### src/rtl/idea_pkg.sv
// Shared definitions for the iDEA-style soft core: opcodes, instruction field
// positions, ALU operation codes, pipeline depth and the default boot program.
// No ports; imported by idea_alu and idea_cpu_core.
package idea_pkg;

    localparam int N_STAGES   = 9;   // IF1 IF2 IF3 ID EX1 EX2 EX3 EX4 WB
    localparam int PROG_WORDS = 16;  // ROM words that the program image covers

    // MIPS I-type opcodes handled by this core
    localparam logic [5:0] OP_ADDI  = 6'h08;
    localparam logic [5:0] OP_ADDIU = 6'h09;
    localparam logic [5:0] OP_SLTI  = 6'h0A;
    localparam logic [5:0] OP_SLTIU = 6'h0B;
    localparam logic [5:0] OP_LUI   = 6'h0F;

    // I-type field positions
    localparam int OPC_MSB = 31;
    localparam int OPC_LSB = 26;
    localparam int RS_MSB  = 25;
    localparam int RS_LSB  = 21;
    localparam int RT_MSB  = 20;
    localparam int RT_LSB  = 16;
    localparam int IMM_MSB = 15;
    localparam int IMM_LSB = 0;

    typedef enum logic [2:0] {
        ALU_ADD,
        ALU_SLT,
        ALU_SLTU,
        ALU_LUI,
        ALU_NOP
    } alu_op_t;

    function automatic logic [31:0] i_type(input logic [5:0] op, input logic [4:0] rs,
                                           input logic [4:0] rt, input logic [15:0] imm);
        return {op, rs, rt, imm};
    endfunction

    // Anything not recognised, including the all-zero word, decodes to NOP.
    function automatic alu_op_t decode_op(input logic [5:0] op);
        case (op)
            OP_ADDI, OP_ADDIU: return ALU_ADD;
            OP_SLTI:           return ALU_SLT;
            OP_SLTIU:          return ALU_SLTU;
            OP_LUI:            return ALU_LUI;
            default:           return ALU_NOP;
        endcase
    endfunction

    // Word 0 sits in the least significant 32 bits.
    localparam logic [PROG_WORDS*32-1:0] DEFAULT_PROG = {
        {(8*32){1'b0}},
        i_type(OP_ADDI,  5'd31, 5'd22, 16'd26),
        i_type(OP_SLTIU, 5'd0,  5'd25, 16'd0),
        i_type(OP_SLTI,  5'd0,  5'd26, 16'd5),
        i_type(OP_ADDI,  5'd0,  5'd27, 16'd11),
        i_type(OP_LUI,   5'd0,  5'd28, 16'h0008),
        i_type(OP_ADDI,  5'd0,  5'd29, 16'd4),
        i_type(OP_ADDIU, 5'd0,  5'd30, 16'd7),
        i_type(OP_ADDI,  5'd0,  5'd31, 16'd3)
    };

endpackage

### src/rtl/idea_alu.sv
// Combinational DSP-style add/compare unit: one adder serves ADD and, with the
// second operand inverted plus carry-in, the subtract used by SLT/SLTU.
// Ports: op (operation), a/b (operands, b already sign-extended), y (result).
module idea_alu
    import idea_pkg::*;
#(
    parameter int XLEN = 32
) (
    input  alu_op_t         op,
    input  logic [XLEN-1:0] a,
    input  logic [XLEN-1:0] b,
    output logic [XLEN-1:0] y
);

    logic            sub;
    logic [XLEN-1:0] b_eff;
    logic [XLEN:0]   sum_ext;
    logic            lt_s;
    logic            lt_u;

    always_comb begin
        sub     = (op == ALU_SLT) || (op == ALU_SLTU);
        b_eff   = sub ? ~b : b;
        sum_ext = {1'b0, a} + {1'b0, b_eff} + {{XLEN{1'b0}}, sub};
        // Signs differ: a is smaller exactly when a is negative; otherwise
        // the sign of a-b decides (no overflow possible in that case).
        lt_s    = (a[XLEN-1] != b[XLEN-1]) ? a[XLEN-1] : sum_ext[XLEN-1];
        // a - b borrows (no carry out) exactly when a < b unsigned.
        lt_u    = ~sum_ext[XLEN];

        case (op)
            ALU_ADD:  y = sum_ext[XLEN-1:0];
            ALU_SLT:  y = {{(XLEN-1){1'b0}}, lt_s};
            ALU_SLTU: y = {{(XLEN-1){1'b0}}, lt_u};
            ALU_LUI:  y = {b[15:0], {(XLEN-16){1'b0}}};
            default:  y = '0;
        endcase
    end

endmodule

### src/rtl/idea_cpu_core.sv
// Top of the 9-stage in-order iDEA-style core (IF1 IF2 IF3 ID EX1-4 WB) with
// internal ROM and 32x32 write-first register file; no stalls, no forwarding.
// Ports: clk, rst (sync active-low), dummy, trace_we/trace_rd_addr/trace_rd_data.
module idea_cpu_core
    import idea_pkg::*;
#(
    parameter int                        IMEM_DEPTH = 64,
    parameter int                        XLEN       = 32,
    parameter logic [PROG_WORDS*32-1:0]  ROM_INIT   = DEFAULT_PROG
) (
    input  logic            clk,
    input  logic            rst,
    output logic            dummy,
    output logic            trace_we,
    output logic [4:0]      trace_rd_addr,
    output logic [XLEN-1:0] trace_rd_data
);

    localparam int PC_W = (IMEM_DEPTH > 1) ? $clog2(IMEM_DEPTH) : 1;

    // Instruction ROM, fixed at elaboration; words past the image read as 0 (NOP).
    logic [31:0] rom [IMEM_DEPTH];
    for (genvar i = 0; i < IMEM_DEPTH; i++) begin : g_rom
        if (i < PROG_WORDS) begin : g_img
            assign rom[i] = ROM_INIT[i*32 +: 32];
        end else begin : g_zero
            assign rom[i] = '0;
        end
    end

    // Fetch stages
    logic [PC_W-1:0] pc;
    logic            if2_vld;
    logic [PC_W-1:0] if2_pc;
    logic            if3_vld;
    logic [31:0]     if3_ir;
    logic            id_vld;
    logic [31:0]     id_ir;

    // Execute / writeback stages
    logic            ex1_we;
    alu_op_t         ex1_op;
    logic [4:0]      ex1_rd;
    logic [XLEN-1:0] ex1_a;
    logic [XLEN-1:0] ex1_b;
    logic            ex2_we, ex3_we, ex4_we, wb_we;
    logic [4:0]      ex2_rd, ex3_rd, ex4_rd, wb_rd;
    logic [XLEN-1:0] ex2_res, ex3_res, ex4_res, wb_data;

    logic [XLEN-1:0] regs [32];

    // ID decode and register read
    logic [5:0]      id_opc;
    logic [4:0]      id_rs;
    logic [4:0]      id_rt;
    logic [15:0]     id_imm;
    alu_op_t         id_op;
    logic            id_we;
    logic [XLEN-1:0] id_a;
    logic [XLEN-1:0] id_b;
    logic [XLEN-1:0] alu_y;

    always_comb begin
        id_opc = id_ir[OPC_MSB:OPC_LSB];
        id_rs  = id_ir[RS_MSB:RS_LSB];
        id_rt  = id_ir[RT_MSB:RT_LSB];
        id_imm = id_ir[IMM_MSB:IMM_LSB];
        id_op  = decode_op(id_opc);
        // r0 writes are squashed here so they never reach WB or the trace.
        id_we  = id_vld && (id_op != ALU_NOP) && (id_rt != 5'd0);
        id_b   = {{(XLEN-16){id_imm[15]}}, id_imm};
        // Write-first: a WB write in this same cycle is visible to ID.
        if (id_rs == 5'd0) begin
            id_a = '0;
        end else if (wb_we && (wb_rd == id_rs)) begin
            id_a = wb_data;
        end else begin
            id_a = regs[id_rs];
        end
    end

    idea_alu #(.XLEN(XLEN)) u_alu (
        .op (ex1_op),
        .a  (ex1_a),
        .b  (ex1_b),
        .y  (alu_y)
    );

    always_ff @(posedge clk) begin
        if (!rst) begin
            pc      <= '0;
            if2_vld <= 1'b0;
            if2_pc  <= '0;
            if3_vld <= 1'b0;
            if3_ir  <= '0;
            id_vld  <= 1'b0;
            id_ir   <= '0;
            ex1_we  <= 1'b0;
            ex1_op  <= ALU_NOP;
            ex1_rd  <= '0;
            ex1_a   <= '0;
            ex1_b   <= '0;
            ex2_we  <= 1'b0;
            ex2_rd  <= '0;
            ex2_res <= '0;
            ex3_we  <= 1'b0;
            ex3_rd  <= '0;
            ex3_res <= '0;
            ex4_we  <= 1'b0;
            ex4_rd  <= '0;
            ex4_res <= '0;
            wb_we   <= 1'b0;
            wb_rd   <= '0;
            wb_data <= '0;
            dummy   <= 1'b0;
        end else begin
            pc      <= (pc == PC_W'(IMEM_DEPTH - 1)) ? '0 : pc + 1'b1;
            // IF1 -> IF2: every cycle out of reset fetches a valid word.
            if2_vld <= 1'b1;
            if2_pc  <= pc;
            // IF2 -> IF3: ROM access
            if3_vld <= if2_vld;
            if3_ir  <= rom[if2_pc];
            // IF3 -> ID
            id_vld  <= if3_vld;
            id_ir   <= if3_ir;
            // ID -> EX1
            ex1_we  <= id_we;
            ex1_op  <= id_op;
            ex1_rd  <= id_rt;
            ex1_a   <= id_a;
            ex1_b   <= id_b;
            // EX1 computes; EX2..EX4 model the remaining DSP pipeline depth.
            ex2_we  <= ex1_we;
            ex2_rd  <= ex1_rd;
            ex2_res <= alu_y;
            ex3_we  <= ex2_we;
            ex3_rd  <= ex2_rd;
            ex3_res <= ex2_res;
            ex4_we  <= ex3_we;
            ex4_rd  <= ex3_rd;
            ex4_res <= ex3_res;
            wb_we   <= ex4_we;
            wb_rd   <= ex4_rd;
            wb_data <= ex4_res;
            if (wb_we) begin
                dummy <= wb_data[0];
            end
        end
    end

    // Register file; regs[0] is never written because wb_we excludes r0.
    always_ff @(posedge clk) begin
        if (!rst) begin
            for (int i = 0; i < 32; i++) begin
                regs[i] <= '0;
            end
        end else if (wb_we) begin
            regs[wb_rd] <= wb_data;
        end
    end

    assign trace_we      = wb_we;
    assign trace_rd_addr = wb_rd;
    assign trace_rd_data = wb_data;

endmodule

### config.mk
export PLATFORM = sky130hd
export DESIGN_NAME = idea_cpu_core
export DESIGN_NICKNAME = d
export VERILOG_FILES = /design/src/rtl/idea_pkg.sv /design/src/rtl/idea_alu.sv /design/src/rtl/idea_cpu_core.sv
export SDC_FILE = /design/constraint.sdc
export NUM_CORES = 1
export LEC_CHECK = 0
export BUFFER_PORTS_ARGS = -buffer_cell sky130_fd_sc_hd__buf_2
export CAP_MARGIN = 25
export CORE_UTILIZATION = 40
export CTS_BUF_LIST = sky130_fd_sc_hd__clkbuf_16
export CTS_CLUSTER_DIAMETER = 60
export CTS_CLUSTER_SIZE = 40
export DETAILED_ROUTE_END_ITERATION = 10
export PLACE_DENSITY = 0.66
export SYNTH_ARGS = -nofsm -noshare
export SYNTH_HDL_FRONTEND = slang
export SYNTH_SLANG_ARGS = --single-unit
### constraint.sdc
create_clock -name clk -period 5.5 [get_ports clk]
set_clock_uncertainty 0.2 [all_clocks]
set_input_delay 0 -clock clk [delete_from_list [all_inputs] [get_ports clk]]
set_output_delay 0 -clock clk [all_outputs]
set_load 0.005 [all_outputs]
==> impl_metrics.env <==
export IMPL_status="finished, final reports clean"
export IMPL_relSlewSlack=0.3557
export IMPL_yosysTopAreaCell="dfxtp_1"
export IMPL_start_util=0.4089
export IMPL_grt_total_usage=0.1366
export IMPL_clkLatencyLatePin_ns=0.52
export IMPL_irDropWorstVdd_uv=223.7
export IMPL_gp_congestion=0.8651
export IMPL_grt_antenna_before_repair=0
export IMPL_hold_path_class="primary input to register"
export IMPL_power_density_nw_per_um2=326.8
export IMPL_max_clock_path_buffers=3
export IMPL_vias_per_cell=4.725
export IMPL_crit_required_ns=5.74
export IMPL_fmax_mhz=262.1
export IMPL_tns_ns=0
export IMPL_ant_nets=0
export IMPL_area_delta_synth_final_pct=13.55
export IMPL_drive_gt1_frac=0.1060
export IMPL_fin_nets=998
export IMPL_hpwl_um=11310
export IMPL_hold_start="rst"
export IMPL_crit_start="ex1_op[0]"
export IMPL_p_sw_mw=0.8586
export IMPL_cts_root_buf="clkbuf_16"
export IMPL_seq_area_um2=5766
export IMPL_synth_top_area_share=0.4831
export IMPL_yosysUniqueCellTypes=61
export IMPL_p_leak_nw=4.923
export IMPL_period_needed_ns=3.816
export IMPL_cts_num_sinks=272
export IMPL_layout_common_cells="240 x dfxtp_1, 189 x and2_1, 76 x nor2_1"
export IMPL_hold_violations=0
export IMPL_wirelength_um=17010
export IMPL_syn_avg_cell_area_um2=10.77
export IMPL_finalMaxSlewViolations=0
export IMPL_worst_slew_pin_slew_ns=0.9540
export IMPL_drtIter0Drc=264
export IMPL_h_tree_depth=1
export IMPL_period_share=0.6938
export IMPL_port_buffers=40
export IMPL_synth_edf_count=32
export IMPL_ys_async_sr_fraction=0
export IMPL_pwr_share_seq=0.554
export IMPL_yosys_top_cells_area="dfxtp_1 48%, and2_1 12%, edfxtp_1 9.7%, ha_1 4.7%, mux2i_1 3.4%"
export IMPL_grt_overflow_total=0
export IMPL_drt_first_pass_iters=4
export IMPL_grt_pass1_wl_um=28900
export IMPL_synth_fp_nets=963
export IMPL_multi_input_area_um2=4003
export IMPL_design_die_area_um2=25500
export IMPL_rows=57
export IMPL_io_pins=41
export IMPL_nFillCells=2237
export IMPL_synthesis_area_um2=9945
export IMPL_path_class="register to register"
export IMPL_cts_resized=0
export IMPL_die_y_um=159.7
export IMPL_ys_seq_area_frac=0.5798
export IMPL_power_frac_clock=0.431
export IMPL_power_internal_mw=2.832
export IMPL_vias=6124
export IMPL_critPathCaptureType="register"
export IMPL_numCtsBuffers=20
export IMPL_worstPathMaxFanout=19
export IMPL_whs_ns=0.1944
export IMPL_drc_errors=0
export IMPL_maxCapViolations=0
export IMPL_synth_main_ff_cell="dfxtp_1"
export IMPL_rsz0062_at_grt="false"
export IMPL_wl_per_cell_um=13.12
export IMPL_arrival_ns=4.05
export IMPL_p_comb_frac=0.015
export IMPL_mostFrequentLayoutCell="dfxtp_1"
export IMPL_grt_pass1_vias=5852
export IMPL_fp_dieW_um=159.7
export IMPL_cts_tree="built"
export IMPL_design_core_area_um2=24320
export IMPL_r2r_start="ex1_op[0]"
export IMPL_power_switching_share=0.2326
export IMPL_synthCells=923
export IMPL_start_kind="register"
export IMPL_num_antenna_cells=0
export IMPL_synth_seq_cells=272
export IMPL_grt_max_degree=111
export IMPL_setup_viol=0
export IMPL_clk_pin_slew_worst_paths_ns=0.09
export IMPL_ys_warnings_count=0
[power by group through the flow]
stage               combinational, mW  clock [mW]  sequential (mW)
CTS                            0.0586        1.64             2.04
floorplan                      0.0439           0             2.09
global route                   0.0657        1.72             2.05
detailed placement             0.0579           0             2.09
global placement               0.0563           0             2.09
finish                         0.0564        1.59             2.04
[registers in the layout, indices dropped and copies added, names as in the netlist, 6 cells and up]
signal         flops
ex1_a             32
ex2_res           32
ex3_res           32
ex4_res           32
regs              32
trace_rd_data     32
id_ir             13
if3_ir            13
if2_pc             6
pc                 6
[Yosys cell counts, types with 11 or more instances]
| library cell | instances |
|---|---|
| ha_1 | 37 |
| xnor2_1 | 14 |
| xor2_1 | 11 |
| edfxtp_1 | 32 |
| a21o_1 | 17 |
| o21ai_0 | 11 |
| and2_1 | 189 |
| clkbuf_1 | 33 |
| nand2_1 | 30 |
| nor2_1 | 78 |
| nor3_1 | 11 |
| nand3_1 | 24 |
| dfxtp_1 | 240 |
| inv_1 | 16 |
| a21oi_1 | 46 |
| mux2i_1 | 34 |
[final timing paths]
path	to	slack (ns)	cells past startpoint
setup / recovery	ex2_res[30]	1.68	13
hold / removal	if2_vld	0.19	2
setup reg to reg	ex2_res[30]	1.68	13
hold reg to reg	ex3_res[7]	0.22	1
[cells by family after synthesis]
family,share of synthesized area
adder cells (fa/ha/maj),0.04857
flip-flops,0.5798
AO/OA/AOI/OAI,0.08681
XOR/XNOR,0.02202
buffers and inverters,0.01988
multiplexers,0.03422
AND/OR/NAND/NOR,0.2087
[repair_timing]
| action | CTS | global route |
|---|---|---|
| setup endpoints to repair | 0 | 0 |
| setup buffers | 0 | 0 |
| endpoints found under the hold margin | 52 | 0 |
| hold buffers | 1 | 0 |
[worst max-delay path, stage by stage, from the launching register on]
cell,delay (ns)
dfxtp_1,0.38
xnor2_1,0.31
nor2_2,0.06
buf_4,0.22
xor2_1,0.16
ha_1,0.37
o211ai_1,0.13
o211ai_1,0.40
nand4_1,0.17
a31o_2,0.24
a21oi_1,0.51
o211ai_1,0.21
a31o_2,0.27
a21oi_1,0.11
[routing by layer]
metal / up-vias / part of all wire / GRT usage / wire length, um
met3: 25 / 0.035 / 0.02442 / 589
met2: 65 / 0.45 / 0.2295 / 7685
met4: 0 / 0.022 / 0.03671 / 379
met1: 2845 / 0.49 / 0.1807 / 8351
li1: 3189 / - / - / -
met5: - / 0 / 0 / 0
[per-stage QoR]
step | area, um2 | cells | power, mW | setup WS (ns) | util
floorplan | 9945 | 923 | 2.131 | 1.188 | -
global placement | 10490 | 1258 | 2.146 | 1.780 | 0.4313
detailed placement | 10520 | 1259 | 2.149 | 1.730 | 0.4324
CTS | 11290 | 1296 | 3.742 | 1.683 | 0.4643
global route | 11290 | 1296 | 3.833 | 1.307 | 0.4643
finish | 11290 | 1296 | 3.691 | 1.684 | 0.4643
[cell type report]
class / instances / share of cell area
multi-input combinational: 599 / 0.3545
tap: 324 / 0.03590
sequential: 272 / 0.5106
clock buffer: 21 / 0.04654
inverter: 16 / 0.005319
clock inverter: 15 / 0.02127
timing repair buffer: 49 / 0.02593
Power figures use the tool's default switching activity.
